<file path="src/rtl/rx_pkt_fetcher.sv">
// Frames MAC receive words for the rx engine: status byte, running length, runt/oversize handling,
// repair of missing eop. Optional statistics counters are built when RX_FETCH_STAT_EN is defined.
module rx_pkt_fetcher #(
  parameter int MIN_LEN = 64,
  parameter int MAX_LEN = 1518
) (
  input  logic        clk_i,
  input  logic        rst_n_i,
  input  logic [63:0] snk_data_i,
  input  logic        snk_valid_i,
  input  logic        snk_sop_i,
  input  logic        snk_eop_i,
  input  logic [2:0]  snk_empty_i,
  input  logic [2:0]  snk_error_i,
  output logic        snk_ready_o,
  output logic [63:0] data_o,
  output logic [7:0]  status_o,
  output logic [2:0]  error_o,
  output logic        en_o,
  output logic [15:0] pkt_len_o,
  input  logic        wr_full_i,
  output logic [31:0] stat_pkt_o,
  output logic [31:0] stat_drop_o,
  output logic [31:0] stat_err_o
);

  localparam logic [1:0]  ST_IDLE   = 2'd0;
  localparam logic [1:0]  ST_PKT    = 2'd1;
  localparam logic [1:0]  ST_DROP   = 2'd2;
  localparam logic [1:0]  ST_INJECT = 2'd3;
  localparam logic [15:0] MIN_LEN_W = 16'(MIN_LEN);
  localparam logic [15:0] MAX_LEN_W = 16'(MAX_LEN);

  function automatic logic [15:0] sat_add(input logic [15:0] a, input logic [3:0] b);
    logic [16:0] s;
    s = {1'b0, a} + {13'd0, b};
    return s[16] ? 16'hFFFF : s[15:0];
  endfunction

  logic [1:0]  state_r, state_nxt_s;
  logic [15:0] cnt_r, cnt_nxt_s, base_s, sum_s, len_nxt_s;
  logic [3:0]  word_bytes_s;
  logic [2:0]  allowed_lo_s, trunc_empty_s, error_nxt_s;
  logic [7:0]  status_nxt_s;
  logic [63:0] data_nxt_s;
  logic        inject_pending_s, accept_s, emit_word_s, over_s, emit_s, len_upd_s;

  assign inject_pending_s = (state_r == ST_INJECT) ||
                            ((state_r == ST_PKT) && snk_valid_i && snk_sop_i);
  assign snk_ready_o  = rst_n_i && !wr_full_i && !inject_pending_s;
  assign accept_s     = snk_valid_i && snk_ready_o;
  assign emit_word_s  = accept_s && ((state_r == ST_PKT) || ((state_r == ST_IDLE) && snk_sop_i));
  assign base_s       = (state_r == ST_IDLE) ? 16'd0 : cnt_r;
  assign word_bytes_s = snk_eop_i ? (4'd8 - {1'b0, snk_empty_i}) : 4'd8;
  assign sum_s        = sat_add(base_s, word_bytes_s);
  assign over_s       = sum_s > MAX_LEN_W;
  // Bytes still allowed before MAX_LEN fit in 0..7; zero cannot be encoded, so it clamps to empty=7.
  assign allowed_lo_s  = MAX_LEN_W[2:0] - base_s[2:0];
  assign trunc_empty_s = (allowed_lo_s == 3'd0) ? 3'd7 : (3'd0 - allowed_lo_s);

  // Next-state and next-output selection for the framing FSM.
  always_comb begin
    state_nxt_s  = state_r;
    cnt_nxt_s    = cnt_r;
    emit_s       = 1'b0;
    data_nxt_s   = data_o;
    status_nxt_s = status_o;
    error_nxt_s  = error_o;
    len_upd_s    = 1'b0;
    len_nxt_s    = pkt_len_o;
    case (state_r)
      ST_IDLE, ST_PKT: begin
        if (emit_word_s) begin
          emit_s     = 1'b1;
          data_nxt_s = snk_data_i;
          if (over_s) begin
            status_nxt_s = {1'b0, 1'b1, 1'b0, trunc_empty_s, 1'b1, snk_sop_i};
            error_nxt_s  = snk_eop_i ? snk_error_i : 3'd0;
            len_upd_s    = 1'b1;
            len_nxt_s    = MAX_LEN_W;
            cnt_nxt_s    = 16'd0;
            state_nxt_s  = snk_eop_i ? ST_IDLE : ST_DROP;
          end else if (snk_eop_i) begin
            status_nxt_s = {1'b0, 1'b0, (sum_s < MIN_LEN_W), snk_empty_i, 1'b1, snk_sop_i};
            error_nxt_s  = snk_error_i;
            len_upd_s    = 1'b1;
            len_nxt_s    = sum_s;
            cnt_nxt_s    = 16'd0;
            state_nxt_s  = ST_IDLE;
          end else begin
            status_nxt_s = {7'd0, snk_sop_i};
            error_nxt_s  = 3'd0;
            cnt_nxt_s    = sum_s;
            state_nxt_s  = ST_PKT;
          end
        end else if (inject_pending_s) begin
          state_nxt_s = ST_INJECT;
        end else begin
          state_nxt_s = state_r;
        end
      end
      ST_DROP: begin
        if (accept_s && snk_eop_i) begin
          state_nxt_s = ST_IDLE;
        end else begin
          state_nxt_s = ST_DROP;
        end
      end
      ST_INJECT: begin
        if (!wr_full_i) begin
          emit_s       = 1'b1;
          data_nxt_s   = 64'd0;
          status_nxt_s = {1'b0, 1'b0, (cnt_r < MIN_LEN_W), 3'd7, 1'b1, 1'b0};
          error_nxt_s  = 3'b100;
          len_upd_s    = 1'b1;
          len_nxt_s    = cnt_r;
          cnt_nxt_s    = 16'd0;
          state_nxt_s  = ST_IDLE;
        end else begin
          state_nxt_s = ST_INJECT;
        end
      end
      default: begin
        state_nxt_s = ST_IDLE;
      end
    endcase
  end

  // State, length counter and registered rx-engine outputs.
  always_ff @(posedge clk_i or negedge rst_n_i) begin
    if (!rst_n_i) begin
      state_r   <= ST_IDLE;
      cnt_r     <= 16'd0;
      en_o      <= 1'b0;
      data_o    <= 64'd0;
      status_o  <= 8'd0;
      error_o   <= 3'd0;
      pkt_len_o <= 16'd0;
    end else begin
      state_r <= state_nxt_s;
      cnt_r   <= cnt_nxt_s;
      en_o    <= emit_s;
      if (emit_s) begin
        data_o   <= data_nxt_s;
        status_o <= status_nxt_s;
        error_o  <= error_nxt_s;
      end
      if (len_upd_s) begin
        pkt_len_o <= len_nxt_s;
      end
    end
  end

`ifdef RX_FETCH_STAT_EN
  logic [31:0] stat_pkt_r, stat_drop_r, stat_err_r;
  logic        eop_emit_s, drop_evt_s;

  assign eop_emit_s = emit_s && status_nxt_s[1];
  assign drop_evt_s = (accept_s && (state_r == ST_IDLE) && !snk_sop_i) || (emit_word_s && over_s);

  // Wrapping statistics counters.
  always_ff @(posedge clk_i or negedge rst_n_i) begin
    if (!rst_n_i) begin
      stat_pkt_r  <= 32'd0;
      stat_drop_r <= 32'd0;
      stat_err_r  <= 32'd0;
    end else begin
      if (eop_emit_s) begin
        stat_pkt_r <= stat_pkt_r + 32'd1;
      end
      if (eop_emit_s && (error_nxt_s != 3'd0)) begin
        stat_err_r <= stat_err_r + 32'd1;
      end
      if (drop_evt_s) begin
        stat_drop_r <= stat_drop_r + 32'd1;
      end
    end
  end

  assign stat_pkt_o  = stat_pkt_r;
  assign stat_drop_o = stat_drop_r;
  assign stat_err_o  = stat_err_r;
`else
  assign stat_pkt_o  = 32'd0;
  assign stat_drop_o = 32'd0;
  assign stat_err_o  = 32'd0;
`endif

endmodule

</file>
<file path="config.mk">
export PLATFORM = sky130hd
export DESIGN_NAME = rx_pkt_fetcher
export DESIGN_NICKNAME = d
export VERILOG_FILES = /design/src/rtl/rx_pkt_fetcher.sv
export SDC_FILE = /design/constraint.sdc
export NUM_CORES = 1
export LEC_CHECK = 0
export BUFFER_PORTS_ARGS = -buffer_cell sky130_fd_sc_hd__buf_2
export CAP_MARGIN = 20
export CORE_MARGIN = 8
export CORE_UTILIZATION = 51
export CTS_CLUSTER_DIAMETER = 80
export DETAILED_ROUTE_END_ITERATION = 7
export PLACE_DENSITY = 0.85
export SYNTH_ARGS = -nofsm -noshare
export SYNTH_HDL_FRONTEND = slang
export SYNTH_SLANG_ARGS = --single-unit
</file>
<file path="constraint.sdc">
create_clock -name clk_i -period 11.6 [get_ports clk_i]
set_input_delay 0.58 -clock clk_i [delete_from_list [all_inputs] [get_ports clk_i]]
set_output_delay 0.58 -clock clk_i [all_outputs]
set_load 0.01 [all_outputs]
</file>
==> impl_metrics.py, run 1 <==
metrics = {
    "run_status": {
        "status": "finished clean",
    },
    "clock_tree": {
        "cts_max_level": 3,
        "cts_resized": 0,
        "clkTransAtPathRegs_ns": 0.08,
        "clockBufferDepth": 2,
        "clock_latency_ns": 0.35,
        "post_cts_buffers": 0,
        "numCtsBuffers": 9,
        "cts_tree": "done",
        "clock-sinks": 109,
        "cts_hold_buffers": 0,
        "clock_tree.root_cell": "clkbuf_16",
    },
    "synthesis": {
        "synth_area_um2": 5807,
        "async_flop_share_pct": 100.0,
        "postSynthAreaPerCell_um2": 10.44,
        "yosys_most_used_dff": "dfrtp_1",
        "synth-edff-count": 0,
        "synth-seq-cells": 109,
        "ys_warn_count": 0,
        "ys_seq_area_share_pct": 46.97,
        "netlist_instances": 556,
        "yosysUniqueCellTypes": 62,
    },
    "die": {
        "rows": 39,
        "fp.dieW_um": 122.7,
        "die_h_um": 122.7,
        "start_util_pct": 51.52,
        "die_area_um2": 15060,
        "coreArea_um2": 11270,
        "io_pins": 265,
    },
    "placed_design": {
        "place.gp.congestion": 0.8936,
        "dp_hpwl_um": 11700,
        "port_buffers": 167,
    },
    "pwr": {
        "powerDensity_nw_per_um2": 217.6,
        "combPwrFrac_pct": 34.6,
        "clkPwrFrac_pct": 22.5,
        "finalPower_mw": 1.448,
        "peakVddDrop_mv": 0.1395,
        "netSwitchingFraction_pct": 36.31,
        "p_sw_mw": 0.5258,
        "p_int_mw": 0.9223,
        "p_seq_share_pct": 42.8,
        "power.leakage_nw": 3.547,
    },
    "grt": {
        "antenna_found_initial": 0,
        "grt_pass1_wl_um": 24140,
        "grt_max_degree": 91,
        "grt_pass1_vias": 4646,
        "gr-max-usage-layer": "met2",
        "grt.overflow.total": 0,
        "grt_util_met3_pct": 6.532,
        "grtUsageMet1_pct": 24.12,
        "grt.met2_usage_pct": 33.67,
        "track_usage_pct": 20.29,
    },
    "drt": {
        "ant_nets": 0,
        "route.detailed.drc": 0,
        "viasPerCell": 5.365,
        "drt_pass1_iterations": 5,
        "wl_per_cell_um": 18.57,
        "first_iter_violations": 370,
        "finalWirelength_um": 15730,
        "vias": 4544,
    },
    "sta": {
        "worstMarginPinSlew_ns": 0.8515,
        "final-setup-viol-count": 0,
        "min_period_ns": 5.215,
        "hold_viol_final": 0,
        "fmax_mhz": 191.7,
        "post-route-period-util_pct": 44.96,
        "drv_slew": 0,
        "setup_tns_ns": 0,
        "rsz0062_at_grt": "no",
        "maxSlewHeadroom_pct": 43.03,
        "clock_skew_ns": 0.01092,
    },
    "finish": {
        "layout_common_cells": "166 x buf_2, 109 x dfrtp_1, 97 x conb_1, 67 x a22o_1, 35 x nor2_1",
        "num_antenna_cells": 0,
        "drive_gt1_share_pct": 30.11,
        "layout_commonest_cell": "buf_2",
        "area_delta_synth_final_pct": 14.59,
        "nNetsFinal": 781,
    },
    "job": {
        "maxCapViolCount": 0,
    },
    "setup_path": {
        "startpoint_type": "flop",
        "reg2reg_depth": 12,
        "cp_data_arrival_time_ns": 5.45,
        "rr_startpoint": "state_r[1]",
        "slowest_delay_ns": 0.70,
        "required_ns": 11.84,
        "reg2reg_slack_ns": 6.38,
        "end_kind": "flop",
        "worst_path_max_delay_cell": "a21o_1",
        "path_cells": "or2_0, and2_1, ha_1, fa_1, a211oi_2, a2bb2oi_2, a21oi_1, or4b_1, or4_4, a21oi_4, a21o_1, mux2_2",
        "worst-setup-path-type": "reg2reg",
        "crit_fanout": 17,
        "r2r_end": "pkt_len_o[2]",
    },
    "min_path": {
        "hold_path_class": "in2async",
    },
}
## stage by stage
| step | util [%] | area [um^2] | setup WS (ns) | cells | hold WS [ns] |
|---|---|---|---|---|---|
| after floorplan | - | 6167 | 7.439 | 652 | 0.2844 |
| after global placement | 56.00 | 6312 | 6.637 | 830 | 0.4603 |
| after detailed placement | 56.00 | 6312 | 6.438 | 830 | 0.4663 |
| after CTS | 58.79 | 6626 | 6.413 | 846 | 0.1059 |
| after global routing | 59.03 | 6654 | 6.125 | 847 | 0.1164 |
| final | 59.03 | 6654 | 6.385 | 847 | 0.1012 |
## kinds of logic (layout without fill, tap and decap cells)
group	after synthesis	in the layout	synth area share, %
DFF	109	109	46.97
muxes	18	18	3.706
xor gates and xnor gates	8	8	1.207
other	1	97	0.06458
AOI/OAI and AO/OA	143	143	19.11
buffers and inverters	145	197	16.29
and+or+nand+nor	126	126	11.23
adders and majority gates	6	6	1.422
## critical path: cells and delay by family (launching register included)
| kind | cells | cell delay, ns |
|---|---|---|
| AO/OA/AOI/OAI | 5 | 1.82 |
| adder cells (fa/ha/maj) | 2 | 0.66 |
| flip-flops | 1 | 0.51 |
| multiplexers | 1 | 0.42 |
| AND/OR/NAND/NOR | 4 | 1.68 |
## synthesized netlist by cell type, types with 2 or more instances
cell type | number | area (um^2)
inv_1 | 9 | 33.78
buf_2 | 8 | 40.04
a21oi_1 | 17 | 85.08
dfrtp_1 | 109 | 2728
nor3b_1 | 2 | 15.01
ha_1 | 5 | 62.56
mux2i_1 | 5 | 50.05
a211oi_1 | 2 | 15.01
a21o_1 | 4 | 30.03
nor3_1 | 3 | 15.01
and3_1 | 6 | 37.54
a31oi_1 | 6 | 37.54
clkbuf_1 | 27 | 101.4
o211ai_1 | 5 | 37.54
nand3_1 | 9 | 45.04
a22o_1 | 67 | 586.8
o21ai_0 | 18 | 90.09
nor2_1 | 36 | 135.1
a211o_1 | 3 | 26.28
nor4_1 | 4 | 25.02
nand2_1 | 31 | 116.4
mux2_2 | 8 | 90.09
o21a_1 | 3 | 22.52
nand4_1 | 5 | 31.28
buf_4 | 98 | 735.7
xnor2_1 | 5 | 43.79
nand2b_1 | 4 | 25.02
mux2_4 | 5 | 75.07
o31ai_1 | 3 | 22.52
xor2_1 | 3 | 26.28
or3_1 | 3 | 18.77
and2_1 | 13 | 81.33
## power groups by stage
stage               clock, mW  combinational [mW]  sequential (mW)
CTS                     0.332               0.506            0.619
global placement            0               0.493            0.616
finish                  0.326               0.502            0.620
floorplan                   0               0.247            0.670
global route            0.346               0.548            0.639
detailed placement          0               0.510            0.615
## how the worst max path moves through the flow
| stage | start | to | slack, ns | cells past startpoint |
|---|---|---|---|---|
| CTS | state_r[1] | pkt_len_o[2] | 6.41 | 12 |
| finish | state_r[1] | pkt_len_o[2] | 6.38 | 12 |
| detailed placement | state_r[1] | pkt_len_o[2] | 6.44 | 12 |
| global placement | state_r[1] | pkt_len_o[5] | 6.64 | 12 |
| floorplan | state_r[0] | pkt_len_o[10] | 7.44 | 16 |
| global route | state_r[1] | pkt_len_o[3] | 6.13 | 12 |
## routing by layer
| metal | wire, um | up-vias |
|---|---|---|
| met4 | 363 | 0 |
| met2 | 7704 | 236 |
| met5 | 0 | - |
| li1 | - | 2064 |
| met1 | 6039 | 2215 |
| met3 | 1622 | 29 |
## sequential cells by signal, indices dropped and copies added, names as in the netlist
| register | count |
|---|---|
| data_o | 64 |
| cnt_r | 16 |
| pkt_len_o | 16 |
| status_o | 7 |
| error_o | 3 |
| state_r | 2 |
| en_o | 1 |
## final cells by class
cell class / count / area (um^2)
inverters: 10 / 37.54
flip-flops and latches: 109 / 2728
clock buffers: 9 / 225.2
well taps: 143 / 178.9
clock inverters: 7 / 88.84
multi-input cells: 398 / 2507
repair buffers: 171 / 888.4
fillers: 956 / 4618
No activity file was read; power rests on OpenSTA's default activity.
==> inputs of run 2 (changes only) <==
--- a/config.mk
+++ b/config.mk
@@ -8,10 +8,10 @@
 export BUFFER_PORTS_ARGS = -buffer_cell sky130_fd_sc_hd__buf_2
 export CAP_MARGIN = 20
 export CORE_MARGIN = 8
-export CORE_UTILIZATION = 51
+export CORE_UTILIZATION = 48
 export CTS_CLUSTER_DIAMETER = 80
 export DETAILED_ROUTE_END_ITERATION = 7
-export PLACE_DENSITY = 0.85
+export PLACE_DENSITY = 0.81
 export SYNTH_ARGS = -nofsm -noshare
 export SYNTH_HDL_FRONTEND = slang
 export SYNTH_SLANG_ARGS = --single-unit
==> constraint.sdc (replaced) <==
create_clock -name clk_i -period 5.1 [get_ports clk_i]
set_input_delay 0.255 -clock clk_i [delete_from_list [all_inputs] [get_ports clk_i]]
set_output_delay 0.255 -clock clk_i [all_outputs]
set_load 0.01 [all_outputs]
==> impl_metrics.py, run 2 (synthesis gave the netlist of run 1 again) <==
metrics = {
    "clock_tree": {
        "clkTransAtPathRegs_ns": 0.08,
        "clockBufferDepth": 2,
        "clock_tree.root_cell": "clkbuf_16",
        "clock_latency_ns": 0.35,
        "cts_max_level": 3,
        "cts_tree": "done",
        "clock-sinks": 109,
        "post_cts_buffers": 0,
        "numCtsBuffers": 9,
    },
    "run_status": {
        "status": "finished clean",
    },
    "finish": {
        "layout_common_cells": "166 x buf_2, 109 x dfrtp_1, 97 x conb_1, 67 x a22o_1, 35 x nor2_1",
        "nNetsFinal": 788,
        "num_antenna_cells": 0,
        "area_delta_synth_final_pct": 15.69,
        "largest_register_ffs": 64,
        "reg.largest.list": "data_o x64, cnt_r x16, pkt_len_o x16",
        "drive_gt1_share_pct": 30.66,
        "layout_commonest_cell": "buf_2",
        "largest-register": "data_o",
        "layoutNonFillerInstCount": 858,
    },
    "setup_path": {
        "crit_fanout": 12,
        "startpoint_type": "flop",
        "r2r_end": "pkt_len_o[13]",
        "worst-setup-path-type": "reg2reg",
        "required_ns": 5.37,
        "reg2reg_slack_ns": 0.60,
        "rr_startpoint": "state_r[1]",
        "cp_data_arrival_time_ns": 4.76,
        "crit_start": "state_r[1]",
        "reg2reg_depth": 13,
        "end_kind": "flop",
    },
    "placed_design": {
        "port_buffers": 167,
        "place_inst": 840,
        "dp_hpwl_um": 11700,
        "place.gp.congestion": 0.9529,
    },
    "die": {
        "rows": 40,
        "die_area_um2": 15870,
        "coreArea_um2": 11910,
        "start_util_pct": 48.75,
        "io_pins": 265,
        "die_h_um": 126.0,
        "fp.dieW_um": 126.0,
    },
    "pwr": {
        "peakVddDrop_mv": 0.3000,
        "powerDensity_nw_per_um2": 490.8,
        "power.leakage_nw": 3.584,
    },
    "min_path": {
        "hold_path_startpoint": "snk_data_i[43]",
        "min_to": "data_o[43]",
        "hold_path_class": "in2reg",
        "min_path_cells": 2,
    },
    "grt": {
        "grt_max_degree": 80,
        "grt.overflow.total": 0,
        "track_usage_pct": 18.89,
        "grt_pass1_vias": 4735,
        "grt_pass1_wl_um": 24430,
        "antenna_found_initial": 0,
    },
    "drt": {
        "vias": 4519,
        "ant_nets": 0,
        "wl_per_cell_um": 17.98,
        "finalWirelength_um": 15430,
        "first_iter_violations": 235,
        "route.detailed.drc": 0,
        "drt_pass1_iterations": 4,
        "viasPerCell": 5.267,
    },
    "job": {
        "maxCapViolCount": 0,
    },
    "sta": {
        "rsz0062_at_grt": "no",
        "maxSlewHeadroom_pct": 52.84,
        "min_period_ns": 4.496,
        "fmax_mhz": 222.4,
        "post-route-period-util_pct": 88.15,
        "hold_viol_final": 0,
        "worstMarginPinSlew_ns": 0.7057,
        "clock_skew_ns": 0.009637,
        "setup_tns_ns": 0,
        "final-setup-viol-count": 0,
        "drv_slew": 0,
    },
}
==> run 2: cell count changes in the layout (fill, tap and decap cells not counted), sizes merged <==
| cell | previous run | this run |
|---|---|---|
| inv | 13 | 12 |
| clkinvlp | 1 | 0 |
| clkinv | 2 | 4 |
| buf | 171 | 177 |
| dlygate4sd3 | 0 | 1 |
==> run 2: critical path, stage by stage (launching register included) <==
cell and delay (ns):
dfrtp_1 0.50, or2_0 0.32, and2_1 0.18, ha_1 0.22, fa_1 0.44, a211oi_2 0.44, a2bb2oi_2 0.19, a21oi_1 0.08
or4b_1 0.49, or4_4 0.45, a21oi_4 0.16, a21o_1 0.49, buf_4 0.26, mux2i_1 0.20
==> run 2: worst max path at each step <==
| stage | cells past startpoint | slack [ns] | to |
|---|---|---|---|
| 2_1_floorplan | 16 | 0.94 | pkt_len_o[10] |
| 3_3_place_gp | 12 | 0.79 | pkt_len_o[2] |
| 3_5_place_dp | 13 | 0.66 | pkt_len_o[12] |
| 4_1_cts | 13 | 0.63 | pkt_len_o[13] |
| 5_1_grt | 13 | 0.35 | pkt_len_o[13] |
| 6_report | 13 | 0.60 | pkt_len_o[13] |
==> run 2: through the flow <==
stage / cell area [um^2] / power, mW / worst slack (ns) / util, % / hold WS, ns
after CTS: 6698 / 3.327 / 0.6298 / 56.23 / 0.1074
after global placement: 6362 / 2.534 / 0.7925 / 53.41 / 0.2104
after floorplan: 6167 / 2.086 / 0.9389 / - / -0.04059
after global routing: 6718 / 3.491 / 0.3499 / 56.40 / 0.1127
after detailed placement: 6362 / 2.564 / 0.6577 / 53.41 / 0.2138
final: 6718 / 3.297 / 0.6042 / 56.40 / 0.1167
==> run 2: where the power goes <==
group / internal [mW] / total [mW] / switching [mW]
clock: 0.398 / 0.751 / 0.353
sequential: 1.19 / 1.40 / 0.211
combinational: 0.526 / 1.14 / 0.618
==> run 2: layer usage <==
layer	wire, um	vias to the layer above	global-route usage, %
met2	7571	232	32.06
met1	6071	2190	21.69
met5	0	-	0
met4	252	0	6.299
met3	1534	21	6.751
li1	-	2076	-
==> run 2: area by class of cell <==
cell class,count,area (um^2)
sequential,109,2728
timing repair buffer,178,935.9
inverter,10,37.54
multi-input combinational,398,2507
tap,147,183.9
clock inverter,7,100.1
clock buffer,9,225.2
fill,1035,5194
==> run 2: timing repair <==
action	CTS	global route
hold buffers	1	0
gates resized for setup	0	0
endpoints found under the hold margin	30	0
==> inputs of run 3 (changes only) <==
--- a/config.mk
+++ b/config.mk
@@ -11,6 +11,7 @@
 export CORE_UTILIZATION = 48
 export CTS_CLUSTER_DIAMETER = 80
 export DETAILED_ROUTE_END_ITERATION = 7
+export GPL_TIMING_DRIVEN = 0
 export PLACE_DENSITY = 0.81
 export SYNTH_ARGS = -nofsm -noshare
 export SYNTH_HDL_FRONTEND = slang
==> impl_metrics.py, run 3 (synthesis gave the netlist of run 1 again) <==
metrics = {
    "run_status": {
        "status": "finished clean",
    },
    "pwr": {
        "peakVddDrop_mv": 0.2943,
        "power.leakage_nw": 4.156,
        "powerDensity_nw_per_um2": 439.7,
    },
    "clock_tree": {
        "clockBufferDepth": 2,
        "clkTransAtPathRegs_ns": 0.08,
        "clock_tree.root_cell": "clkbuf_16",
        "clock_latency_ns": 0.35,
        "clock-sinks": 109,
        "cts_tree": "done",
        "cts_max_level": 3,
        "cts_resized": 0,
        "post_cts_buffers": 0,
        "cts_hold_buffers": 1,
        "numCtsBuffers": 9,
    },
    "finish": {
        "nNetsFinal": 915,
        "drive_gt1_share_pct": 37.83,
        "area_delta_synth_final_pct": 29.99,
        "num_antenna_cells": 0,
        "fin_util_pct": 63.37,
        "largest_register_ffs": 64,
        "layout_common_cells": "174 x buf_2, 109 x dfrtp_1, 100 x buf_4, 97 x conb_1, 67 x a22o_1",
        "reg.largest.list": "data_o x64, cnt_r x16, pkt_len_o x16",
        "layout_commonest_cell": "buf_2",
        "largest-register": "data_o",
    },
    "placed_design": {
        "port_buffers": 167,
        "place.gp.congestion": 0.8998,
        "dp_hpwl_um": 12770,
    },
    "drt": {
        "first_iter_violations": 241,
        "route.detailed.drc": 0,
        "vias": 4843,
        "ant_nets": 0,
        "wl_per_cell_um": 16.57,
        "viasPerCell": 4.917,
        "drt_pass1_iterations": 5,
        "finalWirelength_um": 16320,
    },
    "grt": {
        "track_usage_pct": 20.53,
        "antenna_found_initial": 0,
        "gr-max-usage-layer": "met2",
        "grt_pass1_wl_um": 26160,
        "grtUsageMet1_pct": 22.48,
        "grt.met2_usage_pct": 35.16,
        "grt_max_degree": 64,
        "grt_util_met3_pct": 8.987,
        "grt.overflow.total": 0,
        "grt_pass1_vias": 4962,
    },
    "die": {
        "die_area_um2": 15870,
        "io_pins": 265,
        "rows": 40,
        "die_h_um": 126.0,
        "fp.dieW_um": 126.0,
        "start_util_pct": 48.75,
        "coreArea_um2": 11910,
    },
    "setup_path": {
        "startpoint_type": "flop",
        "end_kind": "flop",
        "cp_data_arrival_time_ns": 4.86,
        "crit_fanout": 10,
        "worst-setup-path-type": "reg2reg",
        "required_ns": 5.32,
    },
    "sta": {
        "maxSlewHeadroom_pct": 55.43,
        "setup_tns_ns": 0,
        "min_period_ns": 4.634,
        "clock_skew_ns": 0.01223,
        "drv_slew": 0,
        "post-route-period-util_pct": 90.87,
        "final-setup-viol-count": 0,
        "worstMarginPinSlew_ns": 0.6630,
        "fmax_mhz": 215.8,
        "rsz0062_at_grt": "no",
        "hold_viol_final": 0,
    },
    "min_path": {
        "hold_path_class": "in2reg",
    },
    "job": {
        "maxCapViolCount": 0,
    },
}
[run 3: path summary, 6_finish.rpt]
check / slack (ns) / endpoint / startpoint / cells after the start
max in group asynchronous: 3.90 / error_o[1] / rst_n_i / 3
setup / recovery: 0.47 / pkt_len_o[7] / state_r[0] / 16
setup reg to reg: 0.47 / pkt_len_o[7] / state_r[0] / 16
min in group asynchronous: 0.48 / cnt_r[12] / rst_n_i / 2
hold / removal: 0.12 / data_o[15] / snk_data_i[15] / 2
hold reg to reg: 0.48 / error_o[0] / error_o[0] / 2
[run 3: through the flow]
stage               power (mW)  setup slack (ns)  std cells  hold slack [ns]  area, um^2
global route             3.532            0.3063        985           0.1092        7548
CTS                      3.347            0.5063        985           0.1109        7548
finish                   3.319            0.4658        985           0.1247        7548
floorplan                2.086            0.9389        652         -0.04059        6167
detailed placement       2.638            0.5339        968           0.3189        7231
global placement         2.605           0.02759        966           0.4570        7187
[run 3: final cells by class]
class / count / area [um^2]
multi-input combinational: 398 / 2500
inverter: 10 / 37.54
clock inverter: 7 / 82.58
timing repair buffer: 170 / 883.3
tap: 147 / 183.9
clock buffer: 9 / 225.2
buffer: 135 / 908.4
sequential: 109 / 2728
fill: 1036 / 4363
[run 3: critical path, stage by stage (launching register included)]
cell and delay, ns:
dfrtp_1 0.36, buf_2 0.19, or2_0 0.20, buf_2 0.20
and2_1 0.18, ha_1 0.21, fa_1 0.44, a211oi_2 0.44
a2bb2oi_2 0.18, a21oi_1 0.07, or4b_1 0.51, or4_4 0.46
a21oi_4 0.30, a21o_1 0.18, buf_6 0.13, buf_12 0.15
mux2_4 0.30
[run 3: layer usage]
metal	vias up	share of wire (%)
met5	-	0
met4	0	1.5
met3	19	12
met2	228	50
met1	2258	37
li1	2338	-
[run 3: where the power goes]
group / switching [mW] / internal (mW)
Combinational: 0.662 / 0.579
Sequential: 0.190 / 1.19
Clock: 0.348 / 0.349
